**src/rtl/mem_wb_stage.sv**
```systemverilog
// Memory-access stage with a fixed-latency SRAM access FSM and the MEM/WB
// pipeline register that feeds the register-file write port.
module mem_wb_stage #(
    parameter int DATA_W      = 32,
    parameter int ADDR_W      = 16,
    parameter int BASE_ADDR   = 1024,
    parameter int WAIT_CYCLES = 4
) (
    input  logic              clk,
    input  logic              rst,
    input  logic              mem_r_en,
    input  logic              mem_w_en,
    input  logic              wb_en_in,
    input  logic [3:0]        dest_in,
    input  logic [DATA_W-1:0] alu_res,
    input  logic [DATA_W-1:0] st_val,
    output logic              freeze,
    output logic [ADDR_W-1:0] sram_addr,
    output logic [DATA_W-1:0] sram_wdata,
    input  logic [DATA_W-1:0] sram_rdata,
    output logic              sram_we_n,
    output logic              sram_oe_n,
    output logic [DATA_W-1:0] Result_WB,
    output logic [3:0]        Dest_wb,
    output logic              writeBackEn
);

    localparam int CNT_W = (WAIT_CYCLES > 1) ? $clog2(WAIT_CYCLES) : 1;

    typedef enum logic [1:0] {
        IDLE   = 2'd0,
        ACCESS = 2'd1,
        DONE   = 2'd2
    } state_t;

    state_t            state_r;
    logic [CNT_W-1:0]  cnt_r;
    logic              is_store_r;
    logic [DATA_W-1:0] rdata_r;
    logic              req_s;
    logic              freeze_s;
    logic [DATA_W-1:0] addr_diff_s;

    // Request decode, byte-to-word address translation and stall generation
    always_comb begin
        req_s       = mem_r_en | mem_w_en;
        addr_diff_s = alu_res - DATA_W'(BASE_ADDR);
        freeze_s    = 1'b0;
        if (rst) begin
            // a reset aborts the access immediately, including the stall
            freeze_s = 1'b0;
        end else begin
            case (state_r)
                IDLE:    freeze_s = req_s;
                ACCESS:  freeze_s = 1'b1;
                DONE:    freeze_s = 1'b0;
                default: freeze_s = 1'b0;
            endcase
        end
    end

    assign freeze = freeze_s;

    // SRAM access sequencer: strobes are registered so they are low exactly in ACCESS
    always_ff @(posedge clk or posedge rst) begin
        if (rst) begin
            state_r    <= IDLE;
            cnt_r      <= {CNT_W{1'b0}};
            is_store_r <= 1'b0;
            rdata_r    <= {DATA_W{1'b0}};
            sram_addr  <= {ADDR_W{1'b0}};
            sram_wdata <= {DATA_W{1'b0}};
            sram_we_n  <= 1'b1;
            sram_oe_n  <= 1'b1;
        end else begin
            case (state_r)
                IDLE: begin
                    if (req_s) begin
                        sram_addr  <= addr_diff_s[ADDR_W+1:2];
                        sram_wdata <= st_val;
                        is_store_r <= mem_w_en;
                        cnt_r      <= CNT_W'(WAIT_CYCLES - 1);
                        sram_we_n  <= ~mem_w_en;
                        sram_oe_n  <= mem_w_en;
                        state_r    <= ACCESS;
                    end
                end
                ACCESS: begin
                    if (cnt_r == {CNT_W{1'b0}}) begin
                        if (!is_store_r) begin
                            rdata_r <= sram_rdata;
                        end
                        sram_we_n <= 1'b1;
                        sram_oe_n <= 1'b1;
                        state_r   <= DONE;
                    end else begin
                        cnt_r <= cnt_r - CNT_W'(1);
                    end
                end
                DONE: begin
                    sram_we_n <= 1'b1;
                    sram_oe_n <= 1'b1;
                    state_r   <= IDLE;
                end
                default: begin
                    sram_we_n <= 1'b1;
                    sram_oe_n <= 1'b1;
                    state_r   <= IDLE;
                end
            endcase
        end
    end

    // MEM/WB register: inserts bubbles while stalled, otherwise captures the result
    always_ff @(posedge clk or posedge rst) begin
        if (rst) begin
            Result_WB   <= {DATA_W{1'b0}};
            Dest_wb     <= 4'd0;
            writeBackEn <= 1'b0;
        end else if (freeze_s) begin
            writeBackEn <= 1'b0;
        end else begin
            writeBackEn <= wb_en_in;
            Dest_wb     <= dest_in;
            Result_WB   <= (mem_r_en & ~mem_w_en) ? rdata_r : alu_res;
        end
    end

endmodule
```
**config.mk**
```make
export PLATFORM = sky130hd
export DESIGN_NAME = mem_wb_stage
export DESIGN_NICKNAME = d
export VERILOG_FILES = /design/src/rtl/mem_wb_stage.sv
export SDC_FILE = /design/constraint.sdc
export NUM_CORES = 1
export LEC_CHECK = 0
export BUFFER_PORTS_ARGS = -buffer_cell sky130_fd_sc_hd__buf_2
export CAP_MARGIN = 40
export CORE_UTILIZATION = 40
export DETAILED_ROUTE_END_ITERATION = 10
export GPL_TIMING_DRIVEN = 0
export HOLD_SLACK_MARGIN = 0.05
export PLACE_DENSITY = 0.82
export SETUP_SLACK_MARGIN = 0.1
export SYNTH_ARGS = -nofsm -noshare
export SYNTH_HDL_FRONTEND = slang
export SYNTH_SLANG_ARGS = --single-unit
export TNS_END_PERCENT = 20
```
**constraint.sdc**
```tcl
create_clock -name clk -period 3.8 [get_ports clk]
set_input_delay 0.38 -clock clk [delete_from_list [all_inputs] [get_ports clk]]
set_output_delay 0.38 -clock clk [all_outputs]
set_load 0.02 [all_outputs]
```
Word level (Yosys, flattened, before mapping) --
Cells that the tools add are included. W data, S select, Z words.
Cells by class: $add $sub $neg 2, equal/unequal tests 4, multiplexer cells 15, bitwise operators 4, reduce and logical (&&, ||, !) cells 7
Operators by type and width (count):
- $mux W32 | 1
- $sub A18 B11 Y18 const B | 1
- $mux W2 | 4
- $pmux W2 S2 | 2
- $ne A2 B2 Y1 const B | 3
- $pmux W1 S2 | 3
- $reduce_and A3 Y1 | 2
- $mux W1 | 5
- $logic_not A2 Y1 | 2
- $reduce_and A2 Y1 | 2
- $eq A2 B1 Y1 const B | 1
- $not A1 Y1 | 2
- $reduce_bool A2 Y1 | 1
- $sub A2 B1 Y2 const B | 1
- $and A1 B1 Y1 | 1
- $or A1 B1 Y1 | 1
Word-level totals: bits in registers 124, bits of input ports 105, logic and storage cells 43

Depth between registers and ports, before layout --
Gate-level depths: netlist of run 1.
word-level depth 4, depth in mapped cells 7, mapped depth without buffers 5

Least setup slack after synthesis of run 1 --
No wires, ideal clock.
path type register to register, start reg cnt_r[0], end reg rdata_r[20], arrival time 1.473 ns, data required time 3.675 ns, setup slack 2.203 ns, cell stages (with the launch flop) 8, clock period less this slack 1.597 ns, path through dfrtp_1 inv_1 ha_1 and3b_1 nor2b_1 buf_2 buf_4 mux2_2
Between the ends: longest elaborated chain between the ends 2
Ends and longest elaborated chain:
- from (decl) | line 37 | logic [CNT_W-1:0] cnt_r;
- from (signal assigned) | line 68 | cnt_r <= {CNT_W{1'b0}};
- from (signal assigned) | line 82 | cnt_r <= CNT_W'(WAIT_CYCLES - 1);
- from (signal assigned) | line 97 | cnt_r <= cnt_r - CNT_W'(1);
- $logic_not A2 Y1 | line 89 | if (cnt_r == {CNT_W{1'b0}}) begin
- $reduce_and A3 Y1 (no source line)
- to (signal assigned) | line 70 | rdata_r <= {DATA_W{1'b0}};
- to (signal assigned) | line 91 | rdata_r <= sram_rdata;
- to (decl) | line 39 | logic [DATA_W-1:0] rdata_r;
No other way between the ends. A chain may end at the register's enable or synchronous reset.

Final worst setup path of run 1 --
start in rst, end out freeze
Between the ends: longest elaborated chain between the ends 1
Ends and longest elaborated chain:
- from (decl) | line 10 | input logic rst,
- $mux W1 | line 49 | if (rst) begin
- to (decl) | line 17 | output logic freeze,
No other way between the ends.

==> results of run 1 <==
## report_power, final
| part | switching (µW) | internal, µW | leakage (µW) | total (µW) |
|---|---|---|---|---|
| clock network | 538 | 939 | 0.000272 | 1480 |
| logic | 1150 | 1010 | 0.00157 | 2170 |
| registers | 300 | 1940 | 0.00147 | 2240 |
## logic make-up after synthesis
logic type / share of synthesized area
and+or+nand+nor: 0.0272
DFF: 0.598
xor gates and xnor gates: 0.00338
muxes: 0.304
adders and majority gates: 0.00482
AOI/OAI and AO/OA: 0.0330
buffers and inverters: 0.0287
## cell usage after synthesis (2+ instances only)
cell type	n
or3_1	4
clkbuf_1	4
nor2b_1	2
dfrtp_1	122
nand2b_1	4
and2_1	2
o21ai_0	3
buf_4	6
dfstp_2	2
buf_2	8
inv_1	7
nor2_1	2
buf_6	2
xnor2_1	2
nor3b_1	2
mux2_1	8
ha_1	2
or2_1	2
a31oi_1	4
a211oi_1	2
a21oi_1	14
mux2_2	131
## worst paths after layout
path,start,endpoint,slack (ps),cells after the start
setup / recovery,rst,freeze,1510,8
hold / removal,sram_rdata[24],rdata_r[24],200,2
setup reg to reg,cnt_r[0],rdata_r[5],1960,7
hold reg to reg,cnt_r[0],cnt_r[0],480,1
max in group asynchronous,rst,sram_we_n,2480,4
min in group asynchronous,rst,state_r[1],610,3
## layer usage
layer,global-route usage,vias to the layer above,share of wire
li1,-,1674,-
met1,0.216,1732,0.43
met2,0.296,134,0.49
met3,0.0528,14,0.064
met4,0.0769,0,0.014
met5,0,-,0
## metrics by stage
stage | std cells | worst slack, ps | utilization | setup TNS (ps)
global placement | 710 | -1100 | 0.504 | -134070
detailed placement | 711 | 1800 | 0.507 | 0
global route | 743 | 1420 | 0.551 | 0
finish | 743 | 1510 | 0.551 | 0
floorplan | 346 | 124 | - | 0
CTS | 743 | 1510 | 0.551 | 0
## sequential cells by signal, summed over array words and instances, names as in the netlist
name and flops:
Dest_wb 4, state_r 2, sram_wdata 32, cnt_r 2, is_store_r 1, Result_WB 32, writeBackEn 1, sram_we_n 1
sram_oe_n 1, rdata_r 32, sram_addr 16
## area by class of cell
class                           instances  area share
Sequential cell                       124       0.447
Multi-Input combinational cell        195       0.278
Timing Repair Buffer                  194       0.144
Clock buffer                           23      0.0687
Tap cell                              172      0.0309
Buffer                                 20      0.0176
Clock inverter                          8     0.00972
Inverter                                7     0.00450
## what timing repair did
action | in CTS | in global routing
resized for setup | 0 | 0
hold endpoints to repair | 49 | 0
hold buffers | 1 | 0
setup endpoints to repair | 0 | 0
==> results.md, run 1 <==
* Outcome: complete, no violations
* Clock Tree Buf Depth at 2
* Post-synth ARST share at 1.00
* Pwr Total at between 5000 and 6000 µW
* DRT Wirelength at 11,400 µm
* CP startpoint kind: input port
* I/O Pins at 193
* Worst min path class: in2reg
* Yosys reg bits at roughly 120
* Crit path required time at 3420 ps
* Post-route cell area at ~7000 µm²
* Sequential cell area at roughly 3100 µm²
* EDFF count, synth at 0
* FP Rows at between 40 and 50
* Initial antenna violation count at 0
* Commonest cells after routing, fill and taps aside: buf_2 (200), mux2_2 (131), dfrtp_1 (122)
* First-pass GRT wire length at 17,900 µm
* Syn Nets at about 450
* GR Overflow Total at 0
* Mapped Cells at between 300 and 400
* Vias at between 3,000 and 4,000
* CTS buffer count at 17
* Footprint of the multi-input gates at a little under 2000 µm²
* ANT cells at 0
* I/O Buffers at around 190
* Period Utilization, post-route at 0.602
* Max Clk Rate at around 440 MHz
* Worst setup EP type: output pin
* Final setup fails at 0
* Slew HR at 0.683
* Cell Pwr Density at between 800 and 900 nW/µm²
* WL per Instance at around 15 µm
* Core area at 12,600 µm²
* Crit path DAT at around 1900 ps
* Die height at roughly 120 µm
* Filler instances at 1,089
* Commonest non-fill, non-tap cell in the layout: buf_2
* # Max-Cap Violations at 0
* DIE AREA at about 13,000 µm²
* Yosys top cell area share at 0.588
* Layout cells sized above 1 at 0.655
* Crit-path cells: dlygate4sd3_1 -> buf_2 -> nor2_1 -> o21ai_1 -> buf_4 -> buf_4 -> inv_1 -> buf_2
* Final hold slack at roughly 200 ps
* Top post-synthesis cells by area: dfrtp_1 (59%), mux2_2 (28%), mux2_1 (1.7%)
* Clk sinks at about 120
* Vias/cell at about 4.8
* Setup CP Type: in2out
* Clk root buf: clkbuf_16
* 1st-iter DRT viols at just under 100
* DR pass1 iterations at 4
* H-tree depth at 4
* Tot GR Track Use at 0.178
* Max FO, Critical Path at 10
* Slowest-stage cell, CP: dlygate4sd3_1
* Worst Tran Pin Value at ~470 ps
* Synth warn at 0
* Vias in the first global route at 3,606
* DP Wirelength at between 8000 and 9000 µm
* Max stage delay on crit path at 550 ps
* Largest net degree at the start of global routing at 76
* Die X-Extent at roughly 120 µm
* Register area share after synthesis at 0.598
* Worst vdd ir at between 0.4 and 0.5 mV
* Post-synthesis cell area at about 5200 µm²
* Post-route minimum period at about 2300 ps
* RSZ-0062 raised after global routing: false
* Initial Utilization at 0.411
* Area Growth Syn to Fin at 34.0%
* CTS tree: built
* Mapped Avg Cell Area at 15.0 µm²
* Final Hold Fails at 0
* Skew final at around 4.7 ps
* Unique masters post-synth at 33
* Area post-placement at 6400 µm²
* Nets at 666
* Worst-skew pair later-pin latency at 400 ps
* Buffer count from post-CTS setup fixing at 0
* Final Wtd Congestion at roughly 0.71
* ANT nets after route at 0
* Fin. max-slew vios at 0
* Worst path bufs/invs at 6
* Cell taking the most area after synthesis: dfrtp_1
* CTS clk-pin slew, worst paths at 50 ps
* Delay-heaviest family, CP: buffers and inverters
* DR DRC count at 0
* Static Leak at 0.00331 µW
* Top_reg_cell synth: dfrtp_1
Power figures use the tool's default switching activity.
==> run 2, diff against run 1 <==
--- a/config.mk
+++ b/config.mk
@@ -11,7 +11,7 @@
 export DETAILED_ROUTE_END_ITERATION = 10
 export GPL_TIMING_DRIVEN = 0
 export HOLD_SLACK_MARGIN = 0.05
-export PLACE_DENSITY = 0.82
+export PLACE_DENSITY = 0.79
 export SETUP_SLACK_MARGIN = 0.1
 export SYNTH_ARGS = -nofsm -noshare
 export SYNTH_HDL_FRONTEND = slang
==> constraint.sdc (replaced) <==
create_clock -name clk -period 2.3 [get_ports clk]
set_input_delay 0.23 -clock clk [delete_from_list [all_inputs] [get_ports clk]]
set_output_delay 0.23 -clock clk [all_outputs]
set_load 0.02 [all_outputs]
==> results.md, run 2 (synthesis gave the netlist of run 1 again) <==
* Slew HR at 0.584
* FP Rows at 41
* I/O Pins at around 190
* Static Leak at 0.00343 µW
* Crit path DAT at between 1500 and 2000 ps
* Post-Layout Cell Count at around 770
* Critical Path Source: rst
* Worst vdd ir at approximately 0.54 mV
* I/O Buffers at around 190
* Vias in the first global route at around 3,800
* ANT cells at 0
* DR pass1 iterations at 4
* Core area at roughly 13,000 µm²
* DR DRC count at 0
* CTS tree: built
* Fin. max-slew vios at 0
* Die X-Extent at between 100 and 150 µm
* Buffer count from post-CTS setup fixing at 0
* Worst Hold Path Cells at 2
* Crit path required time at between 2000 and 2500 ps
* Vias/cell at 4.76
* Tot GR Track Use at 0.187
* 1st-iter DRT viols at 71
* CP startpoint kind: input port
* # Max-Cap Violations at 0
* Period Utilization, post-route at 0.887
* Clk sinks at ~120
* First-pass GRT wire length at 18,800 µm
* Initial Utilization at 0.411
* Worst-skew pair later-pin latency at ~400 ps
* Final Hold Fails at 0
* Worst Tran Pin Value at a little over 600 ps
* Largest net degree at the start of global routing at 36
* Clk root buf: clkbuf_16
* Pwr Total at roughly 10000 µW
* Skew final at around 7.1 ps
* Final setup fails at 0
* Area Growth Syn to Fin at 39.9%
* Cell Pwr Density at ~1300 nW/µm²
* Die height at 116 µm
* H-tree depth at 4
* Layout cells sized above 1 at 0.619
* Final Wtd Congestion at 0.715
* ANT nets after route at 0
* Vias at roughly 3,700
* Commonest non-fill, non-tap cell in the layout: buf_2
* DP Wirelength at roughly 8900 µm
* CTS buffer count at 17
* Area post-placement at 6430 µm²
* Worst setup EP type: output pin
* Dpl cells at about 700
* Initial antenna violation count at 0
* DIE AREA at 13,400 µm²
* Post-route cell area at approximately 7300 µm²
* Hold Startpoint: st_val[3]
* GR Overflow Total at 0
* Post-route minimum period at approximately 2000 ps
* FF-to-FF Start: state_r[0]
* DRT Wirelength at 12,000 µm
* Final hold slack at about 68 ps
* RSZ-0062 raised after global routing: false
* WL per Instance at between 15 and 20 µm
* Worst min path class: in2reg
* Worst r2r path cells at 5
* Outcome: complete, no violations
* Commonest cells after routing, fill and taps aside: buf_2 (200), mux2_2 (131), dfrtp_1 (122)
* R2r setup slk at 460 ps
* Max FO, Critical Path at 10
* Setup CP Type: in2out
* Biggest regs: Result_WB: 32 flops, rdata_r: 32 flops, sram_wdata: 32 flops
* CTS clk-pin slew, worst paths at 50 ps
* Clock Tree Buf Depth at 2
* Nets at ~700
* Max Clk Rate at between 400 and 500 MHz
run 2: cell count changes in the layout (fill, tap and decap cells not counted), sizes merged:
cell / previous run / this run
buf: 209 / 211
clkbuf: 27 / 28
clkinv: 6 / 2
dlygate4sd3: 1 / 31
inv: 7 / 6
run 2: cell type report:
type                            count  area (µm²)
Multi-Input combinational cell    195        1940
Fill cell                        1061        5360
Sequential cell                   124        3110
Tap cell                          172         215
Inverter                            7        30.0
Clock inverter                      3        40.0
Timing Repair Buffer              226        1330
Clock buffer                       24         482
Buffer                             20         123
run 2: per-layer routing:
layer  up-vias  global-route usage  wire [µm]
li1       1736                   -          -
met1      1771               0.211       4980
met2       141               0.325       5950
met3        19              0.0628        884
met5         -                   0          0
met4         0              0.0769        218
run 2: path summary, 6_finish.rpt:
| check | end |
|---|---|
| max | freeze |
| min | sram_wdata[3] |
| max reg2reg | sram_wdata[6] |
| min reg2reg | cnt_r[0] |
| max in group asynchronous | sram_addr[4] |
| min in group asynchronous | sram_wdata[18] |
run 2: per-stage QoR:
stage	TNS, ps	util	setup WS [ps]
after CTS	0	0.575	228
after detailed placement	0	0.510	423
after global placement	-23990	0.505	-204
final	0	0.575	260
after floorplan	0	-	546
after global routing	0	0.575	177
run 2: worst max-delay path, cell delays in order:
cell,delay [ps]
dlygate4sd3_1,550
buf_2,160
nor2_1,40
o21ai_1,150
buf_4,260
buf_4,220
inv_1,50
buf_2,150
run 2: repair_timing:
action	CTS	global route
hold buffers	30	1
endpoints found under the setup margin	0	0
gates resized for setup	0	0
hold endpoints to repair	55	1
run 2: power breakdown:
part / switching (µW) / total (µW) / internal, µW
Clock: 837 / 2370 / 1530
Combinational: 1940 / 3650 / 1720
Sequential: 515 / 3720 / 3210
